## src/rtl/hack_boot_ctrl.sv

```systemverilog
// ---------------------------------------------------------------------------
// hack_boot_ctrl
//
// Boot controller for a Hack-style CPU. It accepts an instruction image from
// a streaming loader, writes it word by word into the instruction ROM, holds
// the CPU in reset for a short settling period and then releases it.
//
// States: IDLE -> LOAD -> HOLD -> RUN, with ERR entered when the loader
// stalls for too long.
//
// Parameters
//   TIMEOUT      idle cycles allowed between accepted words while loading
//   MAX_WORDS    instruction ROM capacity in words (1..32768)
//   HOLD_CYCLES  cycles cpu_reset stays high after a load completes (>=1)
//
// Ports
//   clk          system clock, all state changes on the rising edge
//   reset        asynchronous active-low reset
//   load_start   one-cycle request to begin loading the ROM
//   run_req      one-cycle request to release the CPU with the current ROM
//   ld_valid     loader word valid
//   ld_data      loader instruction word
//   ld_last      marks ld_data as the final word of the image
//   ld_ready     controller accepts a word this cycle (state is LOAD)
//   rom_we       instruction-ROM write strobe
//   rom_addr     instruction-ROM write address
//   rom_wdata    instruction-ROM write data
//   cpu_reset    active-high reset to the CPU core, low only in RUN
//   busy         high in LOAD or HOLD
//   running      high in RUN
//   err          high in ERR
//   word_count   words accepted in the current or last load
// ---------------------------------------------------------------------------
module hack_boot_ctrl #(
  parameter int TIMEOUT     = 1024,
  parameter int MAX_WORDS   = 32768,
  parameter int HOLD_CYCLES = 4
) (
  input  logic        clk,
  input  logic        reset,
  input  logic        load_start,
  input  logic        run_req,
  input  logic        ld_valid,
  input  logic [15:0] ld_data,
  input  logic        ld_last,
  output logic        ld_ready,
  output logic        rom_we,
  output logic [14:0] rom_addr,
  output logic [15:0] rom_wdata,
  output logic        cpu_reset,
  output logic        busy,
  output logic        running,
  output logic        err,
  output logic [15:0] word_count
);

  // Counters only need to reach their terminal value minus one, because the
  // transition fires on the cycle that would otherwise hit the limit.
  localparam int IW = (TIMEOUT > 1) ? $clog2(TIMEOUT) : 1;
  localparam int HW = (HOLD_CYCLES > 1) ? $clog2(HOLD_CYCLES) : 1;

  typedef enum logic [2:0] {
    IDLE = 3'd0,
    LOAD = 3'd1,
    HOLD = 3'd2,
    RUN  = 3'd3,
    ERR  = 3'd4
  } state_t;

  state_t          state;
  logic [IW-1:0]   idle_cnt;
  logic [HW-1:0]   hold_cnt;
  logic            accept;

  // The write pointer always equals the number of words accepted so far,
  // so word_count doubles as the ROM write pointer.
  assign accept = (state == LOAD) && ld_valid;

  // Status outputs are pure decodes of the state register.
  assign ld_ready  = (state == LOAD);
  assign busy      = (state == LOAD) || (state == HOLD);
  assign running   = (state == RUN);
  assign err       = (state == ERR);
  assign cpu_reset = (state != RUN);

  // Single state machine. The ROM write port is registered one cycle behind
  // acceptance, so a word accepted on the LOAD exit cycle still gets written
  // on the following cycle. Asserting reset drops the strobe immediately,
  // which cancels any write that was still in flight.
  always_ff @(posedge clk or negedge reset) begin
    if (!reset) begin
      state      <= IDLE;
      idle_cnt   <= '0;
      hold_cnt   <= '0;
      word_count <= '0;
      rom_we     <= 1'b0;
      rom_addr   <= '0;
      rom_wdata  <= '0;
    end else begin
      rom_we <= 1'b0;
      if (accept) begin
        rom_we    <= 1'b1;
        rom_addr  <= word_count[14:0];
        rom_wdata <= ld_data;
      end

      case (state)
        IDLE: begin
          // A simultaneous load request takes priority over run.
          if (load_start) begin
            state      <= LOAD;
            word_count <= '0;
            idle_cnt   <= '0;
          end else if (run_req) begin
            state    <= HOLD;
            hold_cnt <= '0;
          end
        end

        LOAD: begin
          // Acceptance beats the timeout when both land on the same cycle.
          if (accept) begin
            word_count <= word_count + 16'd1;
            idle_cnt   <= '0;
            if (ld_last || (word_count == 16'(MAX_WORDS - 1))) begin
              state    <= HOLD;
              hold_cnt <= '0;
            end
          end else if (idle_cnt == IW'(TIMEOUT - 1)) begin
            state    <= ERR;
            idle_cnt <= '0;
          end else begin
            idle_cnt <= idle_cnt + 1'b1;
          end
        end

        HOLD: begin
          if (hold_cnt == HW'(HOLD_CYCLES - 1)) begin
            state <= RUN;
          end else begin
            hold_cnt <= hold_cnt + 1'b1;
          end
        end

        RUN, ERR: begin
          // word_count keeps the previous (possibly partial) count until a
          // new load begins.
          if (load_start) begin
            state      <= LOAD;
            word_count <= '0;
            idle_cnt   <= '0;
          end
        end

        default: begin
          state <= IDLE;
        end
      endcase
    end
  end

endmodule

```

## config.mk

```make
export PLATFORM = sky130hd
export DESIGN_NAME = hack_boot_ctrl
export DESIGN_NICKNAME = d
export VERILOG_FILES = /design/src/rtl/hack_boot_ctrl.sv
export SDC_FILE = /design/constraint.sdc
export NUM_CORES = 1
export LEC_CHECK = 0
export CORE_MARGIN = 4
export CORE_UTILIZATION = 53
export CTS_CLUSTER_DIAMETER = 60
export CTS_CLUSTER_SIZE = 12
export DETAILED_ROUTE_END_ITERATION = 10
export PLACE_DENSITY = 0.95
export SLEW_MARGIN = 0
export SYNTH_ARGS = -nofsm -noshare
export SYNTH_HDL_FRONTEND = slang
export SYNTH_SLANG_ARGS = --single-unit
```

## constraint.sdc

```tcl
create_clock -name clk -period 3.1 [get_ports clk]
set_input_delay 0.62 -clock clk [delete_from_list [all_inputs] [get_ports clk]]
set_output_delay 0.62 -clock clk [all_outputs]
set_load 0.01 [all_outputs]
```

### Word level (Yosys, flattened, before mapping)

Index checks and enable logic that the tools add are counted.

* flip-flop bits (word level): 63
* bits of input ports: 22
* output and inout bits: 53
* word-level logic and storage cells: 63

* add/sub/neg operators: 3
* equal/unequal tests: 19
* multiplexer cells: 22
* reduce and logical (&&, ||, !) cells: 12

Operators by type and width (count)
* 16-bit 2-to-1 mux: 2
* 16-bit case mux with 2 select lines: 1
* 10-bit 2-to-1 mux: 3
* 3-bit 2-to-1 mux: 7
* 10-bit case mux with 2 select lines: 1
* 16-bit by 1-bit adder with 16-bit output, second input constant: 1
* 16-bit by 15-bit equality test with 1-bit output, second input constant: 1
* 3-bit case mux with 4 select lines: 1
* 10-bit by 1-bit adder with 10-bit output, second input constant: 1
* 10-bit equality test, second input constant: 1
* 2-bit 2-to-1 mux: 5
* 2-bit by 1-bit != test with 1-bit output, second input constant: 4
* 2-bit != test, second input constant: 4
* 3-bit by 2-bit equality test with 1-bit output, second input constant: 2
* 3-bit by 2-bit != test with 1-bit output, second input constant: 2
* 2-bit case mux with 3 select lines: 1
* 6-bit AND reduction: 1
* 5-bit AND reduction: 1
* 3-bit by 1-bit equality test with 1-bit output, second input constant: 1
* 3-bit equality test, second input constant: 1
* 3-bit logical NOT: 1
* 3-bit by 1-bit != test with 1-bit output, second input constant: 1
* 3-bit != test, second input constant: 1
* 3-bit AND reduction: 1
* 10 further kinds: 11

### Logic depth before layout (Yosys ltp)

* depth in word-level cells: 5
* gate-level depth with buffers: 7
* mapped depth without buffers: 6

### Least setup slack after synthesis

OpenSTA, ideal clock, no wires.

* path kind: register to register
* start point: register word_count[0]
* end point: register state[0]
* setup time: 0.124 ns
* arrival: 1.755 ns
* required time: 2.976 ns
* path slack: 1.221 ns
* stages on the path, launching flop included: 7
* buffers on the path: 0
* clock period less this slack: 1.879 ns
* cell sequence: dfrtp_1 ha_1 nand4_1 and4bb_2 o31ai_1 a21oi_1 a211o_1

* cells in the longest elaborated chain, start to end: 4

RTL lines
* start: declaration: RTL line 54 `output logic [15:0] word_count`
* start signal: assignment: RTL line 123 `word_count <= word_count + 16'd1;`
* 16-bit by 15-bit equality test with 1-bit output: RTL line 125 `if (ld_last || (word_count == 16'(MAX_WORDS - 1))) begin`
* 1-bit logical OR: RTL line 125
* 3-bit by 2-bit != test with 1-bit output (no source line)
* 5-bit AND reduction (no source line)
* end signal: assignment: RTL line 126 `state <= HOLD;`
* end signal: assignment: RTL line 130 `state <= ERR;`
* end signal: assignment: RTL line 139 `state <= RUN;`
* end: declaration: RTL line 70 `state_t state;`

No other way between the ends.
A chain may end at the register's enable or synchronous reset.

### Worst setup path after layout

* start point: register state[0]
* end point: output ld_ready

* cells in the longest elaborated chain, start to end: 1

RTL lines
* start signal: assignment: RTL line 92 `state <= IDLE;`
* start signal: assignment: RTL line 111 `state <= LOAD;`
* start signal: assignment: RTL line 115 `state <= HOLD;`
* 3-bit by 1-bit equality test with 1-bit output: RTL line 80 `assign ld_ready = (state == LOAD);`
* end: declaration: RTL line 46 `output logic ld_ready,`

No other way between the ends.

==> run metrics <==
# hold bufs at CTS=0; Crit Path Max Fanout=17; largest net degree at the start of global routing=64; Max Root-Sink Buffers=2; fraction of layout cells with a size suffix above 1=6.85%; Slew Limit Headroom=49.1%; Synth top area share=52.2%; worst slew pin tran=0.763 ns; Yosys reg bits=63; H-tree levels=3; vias in the first global route=2,628; die area=6970 sq um; endpoints failing setup=0; initial antenna violation count=0; gp weighted congestion=0.886; Layout Nets=429; CTS root buf=clkbuf_8; first-pass GRT wire length=12,000 microns; Starting Density=54.8%; setup tns final=0 ns; Clock Skew=0.00756 ns; Placed Instances=465; cell area power density=725 nW/um^2; final core area utilization=72.5%; count of flip-flops with a built-in enable after synthesis=0; total grt overflow=0; HPWL after DPL=5040 microns; status=completed; Clk Latency, worst-skew pair=0.33 ns; final non-filler cell total=481; fmax=0.359 GHz; Gate Count Post-Synth=327; yosys warns=0; unrepaired setup endpoints after global routing=false; crit share post-route=89.8%; TritonCTS clock tree=built; WL/cell=14.5 microns; largest cells by area after synthesis=dfrtp_1 (52%), nand2_1 (14%), nor2_1 (4.1%); Routed Wire Length=6950 microns; critical path type=reg -> out; Synth Area per Inst=9.23 sq um; distinct cell type count after synthesis=50; HP Class=in -> async; max-slew violations=0; total track usage=21.1%; DR vias/cell=5.41; CP endpoint kind=output pin; post-CTS sizing=0; ant diodes=0; final hold slack=0.445 ns; IO Pins=75; first drt pass iteration count=4; area added between synthesis and finish=32.3%; vias=2,604; syn nets=352; Seq/Total Area, Yosys=52.2%; Async S/R FF share, synth=100%; VDD IR-drop max=0.549 mV; minimum clock period=2.78 ns; Core Rows=27; post-synth top area cell=dfrtp_1; DRC=0; postcts setup bufs=0; Leak=1.86 nW; Worst R2R Path Depth=5; Worst EP arrival=2.16 ns; worst path required time=2.48 ns; Synth Flop Type=dfrtp_1; Fin. Hold Viols=0; Die X=83.5 microns; DR iter-0 viols=204; die height=83.5 microns; Inserted Clock Buffers=9; Mapped Area=3020 sq um; CORE AREA=5510 sq um; Post-DRT Antenna Nets=0; Max Cap Viol=0; Worst-path clk slew=0.07 ns; CTS Sinks=63; Port Buffer Count=74; Critical Path Start Type=flip-flop
-- metrics by stage --
stage	total power, mW	area, sq um	setup slack, ns
floorplan	1.76	3020	1.22
global placement	2.20	3800	0.483
detailed placement	2.24	3800	0.428
CTS	2.92	3990	0.308
global route	3.10	3990	0.215
finish	2.89	3990	0.317
-- flip-flops by register name (all words and copies together), names as in the netlist --
register,count
word_count,16
rom_wdata,16
state,3
idle_cnt,10
rom_addr,15
hold_cnt,2
rom_we,1
-- logic make-up after synthesis --
kind of cell / count (synthesis) / share of synthesized area (%)
AND/OR/NAND/NOR: 189 / 29.1
buffers and inverters: 19 / 3.36
multiplexers: 2 / 0.663
XOR/XNOR: 20 / 5.80
flip-flops: 63 / 52.2
adder cells (fa/ha/maj): 3 / 1.24
AO/OA/AOI/OAI: 31 / 7.59
-- layout by cell type, fill, tap and decap left out, types with 2 or more instances in the layout --
master,netlist,layout
a31oi_1,2,2
nor3_1,5,5
nand2b_1,4,4
nand3_1,9,9
clkbuf_8,1,13
xnor2_1,12,12
ha_1,3,3
a211o_1,2,2
and3_1,3,3
nor4b_4,2,2
a21oi_1,5,5
nor2_1,33,33
inv_1,7,7
xor2_1,8,8
dfrtp_1,63,63
mux2i_1,2,2
nor2b_1,3,3
nand4_1,7,7
buf_4,1,4
o21ai_0,8,8
a21boi_0,2,2
clkdlybuf4s50_1,0,73
nand2_1,109,109
o41ai_1,2,2
o31ai_1,2,2
-- report_power, final --
part	switching [mW]	total (mW)	internal [mW]
registers	0.160	1.15	0.986
logic	0.559	1.07	0.515
clock network	0.297	0.673	0.377
-- metal layers --
metal	GRT usage [%]	routed length, microns
met1	25.0	2840
met4	9.36	193
met2	36.4	3560
met3	5.23	362
met5	0	0
-- worst max-delay path: stages, from the launching register on --
cell	delay [ns]
dfrtp_1	0.67
or3b_2	0.55
inv_1	0.08
clkdlybuf4s50_1	0.53
-- cell usage after synthesis (3+ instances only) --
master    count
nor3_1        5
o21ai_0       8
dfrtp_1      63
nor2_1       33
nand3_1       9
xnor2_1      12
nor2b_1       3
xor2_1        8
nand2b_1      4
clkbuf_1      4
and3_1        3
buf_1         3
a21oi_1       5
inv_1         7
nand2_1     109
nand4_1       7
ha_1          3
-- final timing paths --
kind                       slack, ns          from            end
setup / recovery                0.32      state[0]       ld_ready
hold / removal                  0.45         reset   rom_addr[12]
setup reg to reg                1.02      state[0]  word_count[5]
hold reg to reg                 0.47  rom_wdata[5]   rom_wdata[5]
max in group asynchronous       2.16         reset   rom_wdata[4]
min in group clk                0.47  rom_wdata[5]   rom_wdata[5]
-- final cells by class --
class,instances,area [sq um]
sequential,63,1580
fill,392,1510
multi-input combinational,245,1340
timing repair buffer,78,766
clock buffer,14,183
tap,72,90.1
inverter,7,26.3
clock inverter,2,12.5
Note: power is estimated with default switching activity, not from simulation.
